--- src/rtl/pid_pkg.sv ---
// Shared types and arithmetic helpers for the multi-channel PID controller.
package pid_pkg;

    // Gains are held at a fixed container width; numerators are sign-extended
    // and shift amounts zero-extended into it, so W <= 32 and SHW <= 8.
    localparam int GAIN_NW  = 32;
    localparam int GAIN_SHW = 8;

    typedef struct packed {
        logic signed [GAIN_NW-1:0]  n;
        logic        [GAIN_SHW-1:0] sh;
    } gain_t;

    typedef enum logic [2:0] {
        S_IDLE,
        S_P,
        S_I,
        S_D,
        S_OUT
    } state_t;

    // Saturate a signed value to the range of a w-bit signed number.
    function automatic logic signed [63:0] sat_s(input logic signed [63:0] x, input int w);
        logic signed [63:0] hi;
        logic signed [63:0] lo;
        hi = (64'sd1 <<< (w - 1)) - 64'sd1;
        lo = -hi - 64'sd1;
        if (x > hi) return hi;
        if (x < lo) return lo;
        return x;
    endfunction

    // Clamp a signed value to [-lim, +lim]; lim is expected to be non-negative.
    function automatic logic signed [63:0] clamp_s(input logic signed [63:0] x,
                                                   input logic signed [63:0] lim);
        if (x > lim) return lim;
        if (x < -lim) return -lim;
        return x;
    endfunction

endpackage

--- src/rtl/pid_mc_if.sv ---
// Sample/result handshake bundle between sensor front-end, PID block and actuators.
interface pid_mc_if #(
    parameter int W   = 16,
    parameter int CH  = 4,
    parameter int SHW = 5
);
    localparam int CW = (CH > 1) ? $clog2(CH) : 1;

    logic                 in_valid;
    logic                 in_ready;
    logic [CW-1:0]        in_ch;
    logic signed [W-1:0]  setpoint;
    logic signed [W-1:0]  observed;
    logic signed [W-1:0]  kp_n;
    logic signed [W-1:0]  ki_n;
    logic signed [W-1:0]  kd_n;
    logic [SHW-1:0]       kp_sh;
    logic [SHW-1:0]       ki_sh;
    logic [SHW-1:0]       kd_sh;
    logic signed [W-1:0]  max_integral;
    logic [W-1:0]         deriv_ds;
    logic                 clr_valid;
    logic [CW-1:0]        clr_ch;
    logic                 out_valid;
    logic                 out_ready;
    logic [CW-1:0]        out_ch;
    logic signed [W-1:0]  out;

    modport master (
        output in_valid, in_ch, setpoint, observed, kp_n, ki_n, kd_n,
               kp_sh, ki_sh, kd_sh, max_integral, deriv_ds, clr_valid, clr_ch, out_ready,
        input  in_ready, out_valid, out_ch, out
    );

    modport slave (
        input  in_valid, in_ch, setpoint, observed, kp_n, ki_n, kd_n,
               kp_sh, ki_sh, kd_sh, max_integral, deriv_ds, clr_valid, clr_ch, out_ready,
        output in_ready, out_valid, out_ch, out
    );
endinterface

--- src/rtl/sat_mul_shift.sv ---
// Shared multiplier path: term = sat_W((x * k_n) >>> k_sh).
// The numerator is a sign-extended W-bit value, so the wider product is
// numerically identical to the 2W-bit product.
module sat_mul_shift
    import pid_pkg::*;
#(
    parameter int W = 16
) (
    input  logic signed [W-1:0]       x,
    input  logic signed [GAIN_NW-1:0] k_n,
    input  logic [GAIN_SHW-1:0]       k_sh,
    output logic signed [W-1:0]       term
);
    localparam int PW = W + GAIN_NW;

    logic signed [PW-1:0] w_prod;
    logic signed [PW-1:0] w_shift;

    assign w_prod  = PW'(x) * PW'(k_n);
    assign w_shift = w_prod >>> k_sh;
    assign term    = W'(sat_s(64'(w_shift), W));

endmodule

--- src/rtl/pid_mc.sv ---
// Time-multiplexed multi-channel PID: one multiplier evaluates P, I, D in
// consecutive cycles; per-channel integral/derivative state is committed at accept.
module pid_mc
    import pid_pkg::*;
#(
    parameter int W   = 16,
    parameter int CH  = 4,
    parameter int SHW = 5
) (
    input  logic   clk,
    input  logic   rst,
    pid_mc_if.slave bus
);
    localparam int CW = (CH > 1) ? $clog2(CH) : 1;

    state_t r_state, w_state_next;
    logic   w_accept, w_clear;

    // Per-channel state exposed for selection by the incoming channel index
    logic signed [W-1:0] w_int_arr    [CH];
    logic signed [W-1:0] w_old_arr    [CH];
    logic signed [W-1:0] w_der_arr    [CH];
    logic [W-1:0]        w_cnt_arr    [CH];
    logic                w_primed_arr [CH];

    logic signed [W:0]   w_diff, w_isum, w_dsub;
    logic signed [W-1:0] w_err, w_imax, w_int_new, w_der_new, w_old_new;
    logic [W-1:0]        w_cnt_new;

    // In-flight sample
    logic [CW-1:0]       r_ch;
    gain_t               r_kp, r_ki, r_kd;
    logic signed [W-1:0] r_err, r_int, r_der;
    logic signed [W+1:0] r_acc;
    logic signed [W-1:0] r_out;
    logic [CW-1:0]       r_out_ch;

    logic signed [W-1:0] w_x, w_term;
    gain_t               w_gain;
    logic signed [W+1:0] w_sum;

    assign bus.in_ready  = (r_state == S_IDLE) && !bus.clr_valid && !rst;
    assign w_accept      = bus.in_valid && bus.in_ready;
    assign w_clear       = (r_state == S_IDLE) && bus.clr_valid;
    assign bus.out_valid = (r_state == S_OUT);
    assign bus.out       = r_out;
    assign bus.out_ch    = r_out_ch;

    // State register
    always_ff @(posedge clk) begin
        if (rst) r_state <= S_IDLE;
        else     r_state <= w_state_next;
    end

    // Next-state: accept -> P -> I -> D -> OUT, leave OUT on the result handshake
    always_comb begin
        w_state_next = r_state;
        case (r_state)
            S_IDLE:  if (w_accept) w_state_next = S_P;
            S_P:     w_state_next = S_I;
            S_I:     w_state_next = S_D;
            S_D:     w_state_next = S_OUT;
            S_OUT:   if (bus.out_ready) w_state_next = S_IDLE;
            default: w_state_next = S_IDLE;
        endcase
    end

    // Error, anti-windup integral and downsampled derivative for the incoming channel
    always_comb begin
        w_diff    = (W+1)'(bus.setpoint) - (W+1)'(bus.observed);
        w_err     = W'(sat_s(64'(w_diff), W));
        w_imax    = bus.max_integral[W-1] ? '0 : bus.max_integral;
        w_isum    = (W+1)'(w_int_arr[bus.in_ch]) + (W+1)'(w_err);
        w_int_new = W'(clamp_s(64'(w_isum), 64'(w_imax)));
        w_dsub    = (W+1)'(w_err) - (W+1)'(w_old_arr[bus.in_ch]);
        w_der_new = w_der_arr[bus.in_ch];
        w_old_new = w_old_arr[bus.in_ch];
        w_cnt_new = w_cnt_arr[bus.in_ch] + W'(1);
        if (!w_primed_arr[bus.in_ch]) begin
            w_der_new = '0;
            w_old_new = w_err;
            w_cnt_new = '0;
        end else if (w_cnt_arr[bus.in_ch] == bus.deriv_ds) begin
            w_der_new = W'(sat_s(64'(w_dsub), W));
            w_old_new = w_err;
            w_cnt_new = '0;
        end
    end

    genvar gi;
    generate
        for (gi = 0; gi < CH; gi++) begin : g_ch
            localparam logic [CW-1:0] IDX = CW'(gi);
            logic signed [W-1:0] r_integral, r_old_err, r_deriv;
            logic [W-1:0]        r_cnt;
            logic                r_primed;

            // Channel state: zeroed by reset or clear, committed on accept
            always_ff @(posedge clk) begin
                if (rst || (w_clear && bus.clr_ch == IDX)) begin
                    r_integral <= '0;
                    r_old_err  <= '0;
                    r_deriv    <= '0;
                    r_cnt      <= '0;
                    r_primed   <= 1'b0;
                end else if (w_accept && bus.in_ch == IDX) begin
                    r_integral <= w_int_new;
                    r_old_err  <= w_old_new;
                    r_deriv    <= w_der_new;
                    r_cnt      <= w_cnt_new;
                    r_primed   <= 1'b1;
                end
            end

            assign w_int_arr[gi]    = r_integral;
            assign w_old_arr[gi]    = r_old_err;
            assign w_der_arr[gi]    = r_deriv;
            assign w_cnt_arr[gi]    = r_cnt;
            assign w_primed_arr[gi] = r_primed;
        end
    endgenerate

    // Operand select for the shared multiplier
    always_comb begin
        w_x    = r_der;
        w_gain = r_kd;
        case (r_state)
            S_P: begin w_x = r_err; w_gain = r_kp; end
            S_I: begin w_x = r_int; w_gain = r_ki; end
            default: ;
        endcase
    end

    sat_mul_shift #(.W(W)) u_mul (
        .x    (w_x),
        .k_n  (w_gain.n),
        .k_sh (w_gain.sh),
        .term (w_term)
    );

    // Extra headroom bits keep the three-term sum from wrapping before saturation
    assign w_sum = r_acc + (W+2)'(w_term);

    // Latch the sample at accept, accumulate terms, register the saturated result
    always_ff @(posedge clk) begin
        if (rst) begin
            r_ch     <= '0;
            r_kp     <= '0;
            r_ki     <= '0;
            r_kd     <= '0;
            r_err    <= '0;
            r_int    <= '0;
            r_der    <= '0;
            r_acc    <= '0;
            r_out    <= '0;
            r_out_ch <= '0;
        end else begin
            if (w_accept) begin
                r_ch  <= bus.in_ch;
                r_kp  <= gain_t'{n: GAIN_NW'(bus.kp_n), sh: GAIN_SHW'(bus.kp_sh[SHW-1:0])};
                r_ki  <= gain_t'{n: GAIN_NW'(bus.ki_n), sh: GAIN_SHW'(bus.ki_sh[SHW-1:0])};
                r_kd  <= gain_t'{n: GAIN_NW'(bus.kd_n), sh: GAIN_SHW'(bus.kd_sh[SHW-1:0])};
                r_err <= w_err;
                r_int <= w_int_new;
                r_der <= w_der_new;
            end
            case (r_state)
                S_P: r_acc <= (W+2)'(w_term);
                S_I: r_acc <= w_sum;
                S_D: begin
                    r_out    <= W'(sat_s(64'(w_sum), W));
                    r_out_ch <= r_ch;
                end
                default: ;
            endcase
        end
    end

endmodule

--- src/flat_wrapper.sv ---
// flat-port wrapper written by rule: the top's interface ports become plain ports
module pid_mc_flat import pid_pkg::*;
#(
    parameter int W   = 16,
    parameter int CH  = 4,
    parameter int SHW = 5
)
  (clk, rst, bus_in_valid, bus_in_ch, bus_setpoint, bus_observed, bus_kp_n, bus_ki_n, bus_kd_n, bus_kp_sh, bus_ki_sh, bus_kd_sh, bus_max_integral, bus_deriv_ds, bus_clr_valid, bus_clr_ch, bus_out_ready, bus_in_ready, bus_out_valid, bus_out_ch, bus_out);
  pid_mc_if #(.W(W), .CH(CH), .SHW(SHW)) bus_i ();
  input  logic clk;
  input  logic rst;
  input wire logic [$bits(bus_i.in_valid)-1:0] bus_in_valid;
  input wire logic [$bits(bus_i.in_ch)-1:0] bus_in_ch;
  input wire logic [$bits(bus_i.setpoint)-1:0] bus_setpoint;
  input wire logic [$bits(bus_i.observed)-1:0] bus_observed;
  input wire logic [$bits(bus_i.kp_n)-1:0] bus_kp_n;
  input wire logic [$bits(bus_i.ki_n)-1:0] bus_ki_n;
  input wire logic [$bits(bus_i.kd_n)-1:0] bus_kd_n;
  input wire logic [$bits(bus_i.kp_sh)-1:0] bus_kp_sh;
  input wire logic [$bits(bus_i.ki_sh)-1:0] bus_ki_sh;
  input wire logic [$bits(bus_i.kd_sh)-1:0] bus_kd_sh;
  input wire logic [$bits(bus_i.max_integral)-1:0] bus_max_integral;
  input wire logic [$bits(bus_i.deriv_ds)-1:0] bus_deriv_ds;
  input wire logic [$bits(bus_i.clr_valid)-1:0] bus_clr_valid;
  input wire logic [$bits(bus_i.clr_ch)-1:0] bus_clr_ch;
  input wire logic [$bits(bus_i.out_ready)-1:0] bus_out_ready;
  output wire logic [$bits(bus_i.in_ready)-1:0] bus_in_ready;
  output wire logic [$bits(bus_i.out_valid)-1:0] bus_out_valid;
  output wire logic [$bits(bus_i.out_ch)-1:0] bus_out_ch;
  output wire logic [$bits(bus_i.out)-1:0] bus_out;
  assign bus_i.in_valid = bus_in_valid;
  assign bus_i.in_ch = bus_in_ch;
  assign bus_i.setpoint = bus_setpoint;
  assign bus_i.observed = bus_observed;
  assign bus_i.kp_n = bus_kp_n;
  assign bus_i.ki_n = bus_ki_n;
  assign bus_i.kd_n = bus_kd_n;
  assign bus_i.kp_sh = bus_kp_sh;
  assign bus_i.ki_sh = bus_ki_sh;
  assign bus_i.kd_sh = bus_kd_sh;
  assign bus_i.max_integral = bus_max_integral;
  assign bus_i.deriv_ds = bus_deriv_ds;
  assign bus_i.clr_valid = bus_clr_valid;
  assign bus_i.clr_ch = bus_clr_ch;
  assign bus_i.out_ready = bus_out_ready;
  assign bus_in_ready = bus_i.in_ready;
  assign bus_out_valid = bus_i.out_valid;
  assign bus_out_ch = bus_i.out_ch;
  assign bus_out = bus_i.out;
  pid_mc #(.W(W), .CH(CH), .SHW(SHW)) u_core (.clk(clk), .rst(rst), .bus(bus_i));
endmodule
--- config.mk ---
export PLATFORM = sky130hd
export DESIGN_NAME = pid_mc_flat
export DESIGN_NICKNAME = d
export VERILOG_FILES = /design/src/rtl/pid_pkg.sv /design/src/rtl/pid_mc_if.sv /design/src/rtl/sat_mul_shift.sv /design/src/rtl/pid_mc.sv /design/src/flat_wrapper.sv
export SDC_FILE = /design/constraint.sdc
export NUM_CORES = 2
export LEC_CHECK = 0
export ABC_AREA = 1
export BUFFER_PORTS_ARGS = -buffer_cell sky130_fd_sc_hd__buf_4
export CAP_MARGIN = 20
export CELL_PAD_IN_SITES_DETAIL_PLACEMENT = 0
export CELL_PAD_IN_SITES_GLOBAL_PLACEMENT = 1
export CORE_MARGIN = 8
export CORE_UTILIZATION = 45
export DETAILED_ROUTE_END_ITERATION = 16
export GPL_TIMING_DRIVEN = 0
export PLACE_DENSITY_LB_ADDON = 0.05
export SLEW_MARGIN = 20
export SYNTH_ARGS = -nofsm -noshare
export SYNTH_HDL_FRONTEND = slang
export SYNTH_SLANG_ARGS = --single-unit
--- constraint.sdc ---
create_clock -name clk -period 14.36 [get_ports clk]
set_input_delay 3.59 -clock clk [delete_from_list [all_inputs] [get_ports clk]]
set_output_delay 3.59 -clock clk [all_outputs]
set_load 0.05 [all_outputs]
==> flow_summary.json <==
{
  "status": "completed",
  "cap_violations": 0,
  "rsz0062_at_grt": "false",
  "tns_ns": 0,
  "drc": 0,
  "grt_max_degree": 15,
  "clockRootBuffer": "clkbuf_16",
  "cp_common_cell": "nand2_1",
  "nets": 6051,
  "clkSinkCount": 412,
  "gp_congestion": 0.9720,
  "crit_slowest_cell": "fa_2",
  "slowest_delay_ns": 0.84,
  "dr.pass1.iters": 8,
  "p_leak_nw": 19.08,
  "min_path_type": "flop to flop",
  "coreArea_um2": 80160,
  "finalMaxSlewViolations": 0,
  "overflow": 0,
  "wl_met1_um": 57710,
  "dieArea_um2": 89950,
  "ys.flop_type": "dfxtp_1",
  "p_per_area_nw_per_um2": 142.5,
  "finalWirelength_um": 138200,
  "boundaryPins": 156,
  "cts_inserted_buffers": 45,
  "slew-limit-headroom": 0.1241,
  "drt_first_iter_violations": 2915,
  "fin_util": 0.5044,
  "finalSetupViolCount": 0,
  "wl_met2_um": 65380,
  "area_growth_pct": 11.47,
  "fin_crit_sh": 0.9237,
  "row_count": 104,
  "numPortBuffers": 155,
  "start_kind": "flop",
  "ant_nets": 0,
  "synth_top_area_cell": "dfxtp_1",
  "start_util": 0.4525,
  "power_mw": 5.762,
  "cts_tree": "built",
  "finalHoldViolations": 0,
  "antenna_found_initial": 6,
  "crit_path_end_kind": "flop",
  "dp_hpwl_um": 111500,
  "synth_sequential_area_ratio": 0.2274,
  "grt_pass1_vias": 35170,
  "path_class": "flop to flop",
  "synth_top_area_frac": 0.2274,
  "yosysWarnings": 0,
  "wl_per_cell_um": 21.17,
  "synth-async-reset-ratio": 0,
  "ys_top_cells_by_area": "dfxtp_1, fa_1, nand2_1, inv_1, ha_1",
  "fmax_ghz": 0.07539,
  "synth_edf_count": 0,
  "arrival_ns": 13.70,
  "hold_ws_ns": 0.4529,
  "post_cts_buffers": 0,
  "grtUsageTotal": 0.2975,
  "clock_skew_ns": 0.04031,
  "clk_latency_ns": 0.60,
  "tightest_slew_ns": 1.300,
  "htreeDepth": 2,
  "avgViaCountPerCell": 5.499,
  "met3_length_um": 8192,
  "die_w_um": 299.9,
  "syn_area_um2": 36270,
  "final_common_cell": "nand2_1",
  "synth_seq_cells": 412,
  "fp.dieH_um": 299.9,
  "crit_required_ns": 14.80,
  "crit_path_max_fanout": 13,
  "grt_pass1_wl_um": 209400,
  "vias": 35911,
  "syn-instance-count": 5227,
  "drive_gt1_frac": 0.06529,
  "synth_nets": 5844,
  "ir_drop_mv": 0.1180,
  "cts.clk_slew.worst_paths_ns": 0.07,
  "max-clock-path-buffers": 3,
  "top_layer": "met4",
  "avgSynthCellArea_um2": 6.940,
  "period_minus_slack_ns": 13.26,
  "final_cell_mix": "nand2_1, inv_1, a21oi_1",
  "ys_types": 60
}
[stage by stage]
stage | cell area [µm²] | cells | setup slack [ns]
after global placement | 38760 | 6442 | 0.07646
after floorplan | 36270 | 5227 | 3.359
after global routing | 40430 | 6528 | 0.05974
final | 40430 | 6530 | 1.096
after CTS | 40350 | 6528 | 0.3062
after detailed placement | 38880 | 6447 | 0.3774
[report_power, final]
group          internal (mW)  total [mW]  switching [mW]
sequential              1.22        1.26          0.0420
combinational           1.02        3.33            2.31
clock                  0.669        1.17           0.500
[cell type report]
| cell class | instances | area, µm² |
|---|---|---|
| plain buffers | 246 | 1001 |
| diodes | 2 | 5.005 |
| clock inverters | 15 | 125.1 |
| clock buffers | 66 | 1346 |
| flip-flops and latches | 412 | 8248 |
| well taps | 1060 | 1326 |
| fillers | 8476 | 39720 |
| repair buffers | 161 | 1216 |
| multi-input cells | 3656 | 23740 |
| inverters | 912 | 3423 |
[worst max-delay path, delay by kind of cell (launching register included)]
kind,cells,cell delay [ns]
buffers and inverters,13,2.22
DFF,1,0.42
AOI/OAI and AO/OA,10,2.25
adders and majority gates,9,4.73
and+or+nand+nor,26,3.30
xor gates and xnor gates,1,0.15
[final timing paths]
kind                          start                end  slack [ns]  cells past startpoint
setup / recovery  u_core.r_state[1]  u_core.bus.out[7]        1.10                     59
hold / removal       u_core.r_ki[3]     u_core.r_ki[3]        0.45                      2
setup reg to reg  u_core.r_state[1]  u_core.bus.out[7]        1.10                     59
hold reg to reg      u_core.r_ki[3]     u_core.r_ki[3]        0.45                      2
[registers in the layout, indices dropped and copies added, names as in the netlist]
signal / flops
u_core.bus.out: 16
u_core.bus.out_ch: 2
u_core.g_ch.r_cnt: 64
u_core.g_ch.r_deriv: 64
u_core.g_ch.r_integral: 64
u_core.g_ch.r_old_err: 64
u_core.g_ch.r_primed: 4
u_core.r_acc: 18
u_core.r_ch: 2
u_core.r_der: 16
u_core.r_err: 16
u_core.r_int: 16
u_core.r_kd: 21
u_core.r_ki: 21
u_core.r_kp: 21
u_core.r_state: 3
[cells in the mapped netlist, types with 29 or more instances]
| cell type | instances |
|---|---|
| nand3_1 | 438 |
| clkbuf_1 | 183 |
| o211ai_1 | 53 |
| a21oi_1 | 479 |
| fa_1 | 281 |
| o22ai_1 | 85 |
| nor2_1 | 429 |
| buf_1 | 29 |
| o21ai_0 | 411 |
| ha_1 | 200 |
| a221oi_1 | 33 |
| nand2_1 | 897 |
| inv_1 | 890 |
| dfxtp_1 | 412 |
| nor3_1 | 31 |
| buf_2 | 29 |
| xor2_1 | 75 |
[routing by layer]
layer / up-vias / track usage
met1: 17058 / 0.3770
met3: 291 / 0.03675
met2: 1222 / 0.5048
li1: 17340 / -
met4: 0 / 0.1345
met5: - / 0
[kinds of logic after synthesis]
group | share of synthesized area
buffers and inverters | 0.1220
adder cells (fa/ha/maj) | 0.2241
AO/OA/AOI/OAI | 0.1867
AND/OR/NAND/NOR | 0.2160
XOR/XNOR | 0.02197
multiplexers | 0.001932
flip-flops | 0.2274
[repair_timing]
item                       in CTS  in global routing
resized for setup               0                 17
setup endpoints to repair       0                 18
hold buffers                    0                  0
Note: power is estimated with default switching activity, not from simulation.
